--- src/rtl/param_mailbox_if.sv ---
// Producer/consumer bus for param_mailbox: write side, read side, status and sticky errors.
interface param_mailbox_if #(
   parameter int DATA_W = 8,
   parameter int DEPTH  = 8
);
   localparam int CNT_W = $clog2(DEPTH + 1);

   logic              wr_en;
   logic [DATA_W-1:0] wr_data;
   logic              rd_en;
   logic              clr_err;
   logic [DATA_W-1:0] rd_data;
   logic              rd_valid;
   logic [CNT_W-1:0]  count;
   logic              full;
   logic              empty;
   logic              almost_full;
   logic              almost_empty;
   logic              overflow;
   logic              underflow;

   modport master (
      output wr_en, wr_data, rd_en, clr_err,
      input  rd_data, rd_valid, count, full, empty,
             almost_full, almost_empty, overflow, underflow
   );

   modport slave (
      input  wr_en, wr_data, rd_en, clr_err,
      output rd_data, rd_valid, count, full, empty,
             almost_full, almost_empty, overflow, underflow
   );
endinterface

--- src/rtl/param_mailbox.sv ---
// Single-clock mailbox of DEPTH entries (any DEPTH >= 2), registered read data,
// exact occupancy count, programmable thresholds and sticky overflow/underflow.
module param_mailbox #(
   parameter int DATA_W = 8,
   parameter int DEPTH  = 8,
   parameter int AF_LVL = DEPTH - 1,
   parameter int AE_LVL = 1,
   parameter int CNT_W  = $clog2(DEPTH + 1)
) (
   input logic              clk,
   input logic              rst,
   param_mailbox_if.slave   mb
);
   localparam int PTR_W = (DEPTH > 1) ? $clog2(DEPTH) : 1;
   localparam logic [PTR_W-1:0] PTR_LAST = PTR_W'(DEPTH - 1);
   localparam logic [CNT_W-1:0] DEPTH_C  = CNT_W'(DEPTH);
   localparam logic [CNT_W-1:0] AF_C     = CNT_W'(AF_LVL);
   localparam logic [CNT_W-1:0] AE_C     = CNT_W'(AE_LVL);

   logic [DATA_W-1:0] mem [DEPTH];
   logic [PTR_W-1:0]  wp;
   logic [PTR_W-1:0]  rp;
   logic [CNT_W-1:0]  count_q;
   logic [DATA_W-1:0] rd_data_q;
   logic              rd_valid_q;
   logic              overflow_q;
   logic              underflow_q;
   logic              full_w;
   logic              empty_w;
   logic              wr_acc;
   logic              rd_acc;

   always_comb begin
      full_w  = (count_q == DEPTH_C);
      empty_w = (count_q == '0);
      rd_acc  = mb.rd_en && !empty_w;
      // a pop in the same cycle frees a slot, so a full mailbox still accepts the write
      wr_acc  = mb.wr_en && (!full_w || rd_acc);
   end

   assign mb.count        = count_q;
   assign mb.full         = full_w;
   assign mb.empty        = empty_w;
   assign mb.almost_full  = (count_q >= AF_C);
   assign mb.almost_empty = (count_q <= AE_C);
   assign mb.rd_data      = rd_data_q;
   assign mb.rd_valid     = rd_valid_q;
   assign mb.overflow     = overflow_q;
   assign mb.underflow    = underflow_q;

   always_ff @(posedge clk) begin
      if (!rst && wr_acc) begin
         mem[wp] <= mb.wr_data;
      end
   end

   always_ff @(posedge clk) begin
      if (rst) begin
         wp          <= '0;
         rp          <= '0;
         count_q     <= '0;
         rd_data_q   <= '0;
         rd_valid_q  <= 1'b0;
         overflow_q  <= 1'b0;
         underflow_q <= 1'b0;
      end else begin
         rd_valid_q <= rd_acc;
         if (rd_acc) begin
            rd_data_q <= mem[rp];
            rp        <= (rp == PTR_LAST) ? '0 : rp + PTR_W'(1);
         end
         if (wr_acc) begin
            wp <= (wp == PTR_LAST) ? '0 : wp + PTR_W'(1);
         end
         unique case ({wr_acc, rd_acc})
            2'b10:   count_q <= count_q + CNT_W'(1);
            2'b01:   count_q <= count_q - CNT_W'(1);
            default: count_q <= count_q;
         endcase
         if (mb.wr_en && !wr_acc) begin
            overflow_q <= 1'b1;
         end else if (mb.clr_err) begin
            overflow_q <= 1'b0;
         end
         if (mb.rd_en && !rd_acc) begin
            underflow_q <= 1'b1;
         end else if (mb.clr_err) begin
            underflow_q <= 1'b0;
         end
      end
   end
endmodule

--- src/flat_wrapper.sv ---
// flat-port wrapper written by rule: the top's interface ports become plain ports
module param_mailbox_flat 
#(
   parameter int DATA_W = 8,
   parameter int DEPTH  = 8,
   parameter int AF_LVL = DEPTH - 1,
   parameter int AE_LVL = 1,
   parameter int CNT_W  = $clog2(DEPTH + 1)
)
  (clk, rst, mb_wr_en, mb_wr_data, mb_rd_en, mb_clr_err, mb_rd_data, mb_rd_valid, mb_count, mb_full, mb_empty, mb_almost_full, mb_almost_empty, mb_overflow, mb_underflow);
  param_mailbox_if #(.DATA_W(DATA_W), .DEPTH(DEPTH)) mb_i ();
  input logic clk;
  input logic rst;
  input wire logic [$bits(mb_i.wr_en)-1:0] mb_wr_en;
  input wire logic [$bits(mb_i.wr_data)-1:0] mb_wr_data;
  input wire logic [$bits(mb_i.rd_en)-1:0] mb_rd_en;
  input wire logic [$bits(mb_i.clr_err)-1:0] mb_clr_err;
  output wire logic [$bits(mb_i.rd_data)-1:0] mb_rd_data;
  output wire logic [$bits(mb_i.rd_valid)-1:0] mb_rd_valid;
  output wire logic [$bits(mb_i.count)-1:0] mb_count;
  output wire logic [$bits(mb_i.full)-1:0] mb_full;
  output wire logic [$bits(mb_i.empty)-1:0] mb_empty;
  output wire logic [$bits(mb_i.almost_full)-1:0] mb_almost_full;
  output wire logic [$bits(mb_i.almost_empty)-1:0] mb_almost_empty;
  output wire logic [$bits(mb_i.overflow)-1:0] mb_overflow;
  output wire logic [$bits(mb_i.underflow)-1:0] mb_underflow;
  assign mb_i.wr_en = mb_wr_en;
  assign mb_i.wr_data = mb_wr_data;
  assign mb_i.rd_en = mb_rd_en;
  assign mb_i.clr_err = mb_clr_err;
  assign mb_rd_data = mb_i.rd_data;
  assign mb_rd_valid = mb_i.rd_valid;
  assign mb_count = mb_i.count;
  assign mb_full = mb_i.full;
  assign mb_empty = mb_i.empty;
  assign mb_almost_full = mb_i.almost_full;
  assign mb_almost_empty = mb_i.almost_empty;
  assign mb_overflow = mb_i.overflow;
  assign mb_underflow = mb_i.underflow;
  param_mailbox #(.DATA_W(DATA_W), .DEPTH(DEPTH), .AF_LVL(AF_LVL), .AE_LVL(AE_LVL), .CNT_W(CNT_W)) u_core (.clk(clk), .rst(rst), .mb(mb_i));
endmodule
--- config.mk ---
export PLATFORM = sky130hd
export DESIGN_NAME = param_mailbox_flat
export DESIGN_NICKNAME = d
export VERILOG_FILES = /design/src/rtl/param_mailbox_if.sv /design/src/rtl/param_mailbox.sv /design/src/flat_wrapper.sv
export SDC_FILE = /design/constraint.sdc
export NUM_CORES = 1
export LEC_CHECK = 0
export CORE_UTILIZATION = 39
export CTS_CLUSTER_DIAMETER = 30
export DETAILED_ROUTE_END_ITERATION = 7
export GPL_TIMING_DRIVEN = 0
export PLACE_DENSITY_LB_ADDON = 0.2
export SLEW_MARGIN = 20
export SYNTH_ARGS = -nofsm -noshare
export SYNTH_HDL_FRONTEND = slang
export SYNTH_SLANG_ARGS = --single-unit
export TNS_END_PERCENT = 100
--- constraint.sdc ---
create_clock -name clk -period 6.7 [get_ports clk]
set_input_delay 1.34 -clock clk [delete_from_list [all_inputs] [get_ports clk]]
set_output_delay 1.34 -clock clk [all_outputs]
set_load 0.01 [all_outputs]
==> results.ini, run 1 <==
[timing]
rsz0062_at_grt=false
period_share=0.4839
setup_viol=0
period_needed_ns=3.242
slew_violations=0
fin_skew_ns=0.01471
slew_headroom=0.3437
worst-slew-pin-transition_ns=0.9808
setup_tns_ns=0
fmax_ghz=0.3084
hold_viol_final=0

[cts]
cts_setup_buffers=0
clock_sinks=85
cts_buffers=9
cts_resized=0
cts_root_buf=clkbuf_8
cts_max_level=3
holdBufCountCts=0
path_clk_slew_ns=0.08
clk_latency_ns=0.35
cts_tree=built
cts_buffer_depth=2

[routing]
ant_nets=0
drc=0
vias=1958
vias_per_cell=5.194
first_iter_violations=122
first_pass_iters=4
wl_per_cell_um=17.82
routed_wl_um=6717

[synthesis]
synth_top_family_by_area=multiplexers
synth_area_mm2=0.003440
syn_inst=226
synth-simple-area-share=0.07967
synth_edf_count=64
synth_nets=247
synth_mux_area_frac=0.1019
yosysWarningCount=0
async_flop_share=0
synth_seq_cells=85
yosysSeqAreaShare=0.6810
synth-xor-area-share=0.007639
ys_types=36
synth_area_per_cell_um2=15.22
synthAdderAreaFrac=0.02910
synth_compound_area_frac=0.08039
synthFlopType=edfxtp_1

[pwr]
p_switching_mw=0.3872
total_leakage_power_nw=1.364
p_sw_frac=0.2866
power.total_mw=1.351
share_seq_of_total_power=0.466
max-vdd-ir-drop_v=0.0001359
power_frac_comb=0.263
intPower_mw=0.9636
pwr-share-clk=0.271
power.density_mw_per_mm2=331.0

[global_routing]
grt.overflow.total=0
grt.total_usage=0.1609
antenna_found_initial=0
grt_max_degree=16
grt_pass1_vias=1877
grt_pass1_wl_um=10250

[worst_setup_path]
worstSetupEndpointType=register
critPathKind=in -> reg
worstPathArrival_ns=3.21
cp-startpoint=mb_rd_en
reg2reg_from=u_core.mb.count[0]
reg2reg_to=u_core.mem[3][4]
critPathCapture=u_core.mem[3][4]
rr_worst_depth=6
worstPathRequired_ns=6.67
critPathLaunchType=input pin
cp_max_fo=8
ff2ff_setup_slack_ns=4.06

[cells_and_area]
final_nets=288
diodes=0
layout.cells.non_filler=377
nFillCells=729
drive_gt1_frac=0.1176
syn_to_final_growth_pct=18.62

[place]
portBuffers=30
dp_hpwl_um=4286
place_inst=361
place_congestion=0.7165

[die]
fp-row-count=33
core_area_mm2=0.008382
die_x_um=95.91
dieHeight_um=95.91
ioPinCount=32
die-area_mm2=0.009199
start_util=0.4104

[run]
max_cap_violations=0

[hold_path]
hold_class=reg -> reg
hold_path_depth=2

[run_status]
outcome=finished clean

stage by stage:
step / cell area, um2 / util / hold WS [ns] / setup WS (ns)
finish: 4080 / 0.4868 / 0.4748 / 3.458
global route: 4080 / 0.4868 / 0.5025 / 3.329
CTS: 4080 / 0.4868 / 0.4834 / 3.425
detailed placement: 3871 / 0.4619 / 0.4633 / 3.054
global placement: 3871 / 0.4619 / 0.4555 / 3.078
floorplan: 3440 / - / 0.4779 / 3.940
metal layers:
layer	wire length, um	track usage	up-vias
li1	-	-	955
met1	3147	0.2111	965
met2	3228	0.2619	32
met3	268	0.04028	6
met4	72	0.05224	0
met5	0	0	-
synth_stat cells, types with 2 or more instances:
cell type | instances | area, um2
a21oi_1 | 6 | 30.03
a21oi_2 | 2 | 17.52
a22oi_1 | 16 | 120.1
a32o_1 | 8 | 80.08
buf_2 | 2 | 10.01
buf_4 | 2 | 15.01
clkbuf_1 | 4 | 15.01
dfxtp_1 | 21 | 420.4
edfxtp_1 | 64 | 1922
ha_1 | 8 | 100.1
inv_1 | 3 | 11.26
mux2i_1 | 35 | 350.3
nand2_1 | 6 | 22.52
nand2b_1 | 4 | 25.02
nand3b_1 | 3 | 22.52
nor2_1 | 14 | 52.55
nor2_4 | 2 | 22.52
nor2b_1 | 4 | 25.02
nor3_2 | 2 | 20.02
or3_1 | 3 | 18.77
xor2_1 | 2 | 17.52
sequential cells by signal, summed over array words and instances (netlist names):
register             cells
u_core.mb.count          4
u_core.mb.overflow       1
u_core.mb.rd_data        8
u_core.mb.rd_valid       1
u_core.mb.underflow      1
u_core.mem              64
u_core.rp                3
u_core.wp                3
cells in the final DEF, fill, tap and decap left out, types with 2 or more instances in the layout:
master	count
ha_1	8
a22oi_1	16
nand2_1	6
buf_4	2
xor2_1	2
nor2_4	2
nand2b_1	4
a21oi_1	6
inv_1	3
a21oi_2	2
nor2b_1	4
mux2i_1	35
edfxtp_1	64
clkbuf_8	10
clkbuf_1	4
clkdlybuf4s50_1	30
dfxtp_1	21
clkinv_4	2
or3_1	3
buf_2	2
nand3b_1	3
nor3_2	2
nor2_1	14
a32o_1	8
clkinvlp_4	2
worst min path at each step:
stage                          from                    to
6_report         u_core.mb.overflow    u_core.mb.overflow
5_1_grt        u_core.mb.rd_data[3]  u_core.mb.rd_data[3]
4_1_cts          u_core.mb.overflow    u_core.mb.overflow
3_5_place_dp   u_core.mb.rd_data[3]  u_core.mb.rd_data[3]
3_3_place_gp   u_core.mb.rd_data[3]  u_core.mb.rd_data[3]
2_1_floorplan          u_core.rp[1]          u_core.rp[1]
layout make-up:
cell class / instances / area, um2 / share of cell area
multi-input combinational: 127 / 1027 / 0.2518
clock buffer: 10 / 137.6 / 0.03373
inverter: 4 / 15.01 / 0.003680
tap: 105 / 131.4 / 0.03220
timing repair buffer: 30 / 300.3 / 0.07360
sequential: 85 / 2342 / 0.5741
clock inverter: 6 / 71.32 / 0.01748
buffer: 10 / 55.05 / 0.01349
critical path: stages:
cell and delay (ns):
clkdlybuf4s50_1 0.53, o21ai_2 0.15, or3b_4 0.42, nor2_1 0.77
cells by family (layout without fill, tap and decap cells):
kind of cell,Yosys count,count (layout)
compound gates,36,36
buf+inv,14,60
mux,35,35
flops,85,85
simple gates,45,45
xor+xnor,3,3
fa+ha+maj,8,8
power by group through the flow:
stage | clock network [mW] | registers, mW | logic (mW)
floorplan | 0 | 0.647 | 0.212
global placement | 0 | 0.641 | 0.356
detailed placement | 0 | 0.642 | 0.359
CTS | 0.378 | 0.630 | 0.361
global route | 0.396 | 0.636 | 0.387
finish | 0.365 | 0.630 | 0.355
Power figures use the tool's default switching activity.
==> inputs of run 2 (changes only) <==
clock period = 2.8 ns   (was 6.7 ns; I/O delays follow)
==> run 2 against run 1 <==
Utilization increased by 0.090 points; register-to-register slack got worse by 3.8 ns; count of clock-buffer cells in the layout unchanged; clock power increased by 140%; die area is the same; routed wire length grew 0.55%; clock skew is 0.0010 ns lower; critical endpoint is now u_core.mb.count[3].
==> results.ini, run 2 (synthesized netlist as in run 1, its figures left out) <==
[place]
dp_hpwl_um=4286  ; unchanged
dp_slack_ns=-0.06586  ; -3.120 ns
portBuffers=30  ; unchanged
place_congestion=0.7165  ; unchanged

[worst_setup_path]
cp_max_fo=7  ; -1
critPathLaunchType=register
reg2reg_from=u_core.mb.count[0]
crit_chain=inv_1, ha_1, nor3b_2, nand2b_1, buf_6, inv_2, ha_1, or4b_1, a21oi_2, xnor2_1, nor2_1
critPathKind=reg -> reg
crit_slowest_cell=dfxtp_1
worstSetupEndpointType=register
slowest_delay_ns=0.48  ; -0.29 ns
cp.buffers_inverters=3  ; +2
worstPathArrival_ns=2.80  ; -0.41 ns
cp-startpoint=u_core.mb.count[0]
crit_family=simple AND/OR/NAND/NOR gates
cpMostUsedCell=ha_1
worstPathRequired_ns=3.03  ; -3.64 ns

[die]
fp-row-count=33  ; unchanged
ioPinCount=32  ; unchanged
start_util=0.4104  ; unchanged
die_x_um=95.91  ; unchanged
die-area_mm2=0.009199  ; unchanged
dieHeight_um=95.91  ; unchanged
core_area_mm2=0.008382  ; unchanged

[run_status]
outcome=finished clean

[hold_path]
hold_class=reg -> reg
hold_start=u_core.mb.rd_data[7]

[pwr]
power.density_mw_per_mm2=790.6  ; +140%
p_switching_mw=0.9260  ; +140%
intPower_mw=2.306  ; +140%
total_leakage_power_nw=1.364  ; about the same
pwr-share-clk=0.270  ; about the same
power_frac_comb=0.264  ; about the same
power.total_mw=3.232  ; +140%
p_sw_frac=0.2865  ; about the same
max-vdd-ir-drop_v=0.0003259  ; +140%
share_seq_of_total_power=0.466  ; about the same

[timing]
fin_skew_ns=0.01368  ; -0.001034 ns
hold_viol_final=0  ; unchanged
fin_ws_ns=0.2291  ; -3.228 ns
slew_violations=0  ; unchanged
period_share=0.9182
slew_headroom=0.3943  ; +0.05056
worst-slew-pin-transition_ns=0.9037  ; -0.07714 ns
fmax_ghz=0.3890
period_needed_ns=2.571
setup_tns_ns=0  ; unchanged
setup_viol=0  ; unchanged
rsz0062_at_grt=false

[cells_and_area]
diodes=0  ; unchanged
final_nets=288  ; unchanged
nFillCells=729  ; unchanged
regMostFlops=u_core.mem
largest_reg_flops=64  ; unchanged
syn_to_final_growth_pct=18.84
mostFrequentLayoutCell=edfxtp_1
drive_gt1_frac=0.1287  ; +0.01103
fin_util=0.4877  ; +0.0008960
layout_common_cells=edfxtp_1 (64), mux2i_1 (35), clkdlybuf4s50_1 (30), dfxtp_1 (21), a22oi_1 (16)

[global_routing]
antenna_found_initial=0  ; unchanged
grt-busiest-layer=met2
use_met1=0.2111  ; unchanged
grt.overflow.total=0  ; unchanged
grt_max_degree=16  ; unchanged
grt.total_usage=0.1609  ; unchanged
gr-usage-met2=0.2619  ; unchanged
grt_pass1_wl_um=10250  ; unchanged
grtUsageMet3=0.04028  ; unchanged
grt_pass1_vias=1877  ; unchanged

[cts]
holdBufCountCts=0  ; unchanged
cts_resized=0  ; unchanged
cts_max_level=3  ; unchanged
path_clk_slew_ns=0.09  ; about the same
cts_tree=built
cts_setup_buffers=0  ; unchanged
cts_buffers=9  ; unchanged
cts_root_buf=clkbuf_8
clock_sinks=85  ; unchanged
clk_latency_ns=0.35  ; about the same
cts_buffer_depth=2  ; unchanged

[run]
max_cap_violations=0  ; unchanged

[routing]
routed_wl_um=6754  ; +0.55%
vias=1973  ; +0.77%
drc=0  ; unchanged
vias_per_cell=5.233  ; +0.77%
wl_per_cell_um=17.92  ; +0.55%
first_iter_violations=115  ; -5.7%
first_pass_iters=4  ; unchanged
ant_nets=0  ; unchanged

-- run 2: cell counts in the layout (fill, tap and decap cells not counted) --
Identical to the previous run, type by type.
-- run 2: power by group through the flow --
stage	clock (mW)	combinational [mW]	sequential [mW]
2_1_floorplan	0	0.507	1.55
3_3_place_gp	0	0.852	1.53
3_5_place_dp	0	0.859	1.54
4_1_cts	0.905	0.863	1.51
5_1_grt	0.948	0.928	1.52
6_report	0.873	0.852	1.51
-- run 2: final cells by class --
type	count	area [um2]	area share
Buffer	10	55.05	0.01347
Multi-Input combinational cell	127	1035	0.2531
Clock inverter	6	71.32	0.01745
Inverter	4	15.01	0.003673
Timing Repair Buffer	30	300.3	0.07346
Clock buffer	10	137.6	0.03367
Sequential cell	85	2342	0.5730
Tap cell	105	131.4	0.03214
-- run 2: final timing paths --
| path | cells after the start | slack (ns) | end |
|---|---|---|---|
| worst max-delay path | 11 | 0.23 | u_core.mb.count[3] |
| worst min-delay path | 1 | 0.48 | u_core.mb.rd_data[7] |
| worst max register to register | 11 | 0.23 | u_core.mb.count[3] |
| worst min register to register | 1 | 0.48 | u_core.mb.rd_data[7] |
-- run 2: per-layer routing --
metal,vias up,routed length (um)
met3,6,376
met4,0,57
met2,44,3246
li1,945,-
met1,978,3073
met5,-,0
-- run 2: stage by stage --
step	hold slack, ns	std cells	area [um2]
CTS	0.4834	377	4080
global route	0.5025	377	4088
floorplan	0.4779	226	3440
detailed placement	0.4633	361	3871
global placement	0.4555	361	3871
finish	0.4758	377	4088
-- run 2: worst reg2reg max path, stage by stage, from the launching register on --
cell	delay [ns]
dfxtp_1	0.48
inv_1	0.08
ha_1	0.24
nor3b_2	0.18
nand2b_1	0.16
buf_6	0.14
inv_2	0.09
ha_1	0.24
or4b_1	0.47
a21oi_2	0.17
xnor2_1	0.14
nor2_1	0.05
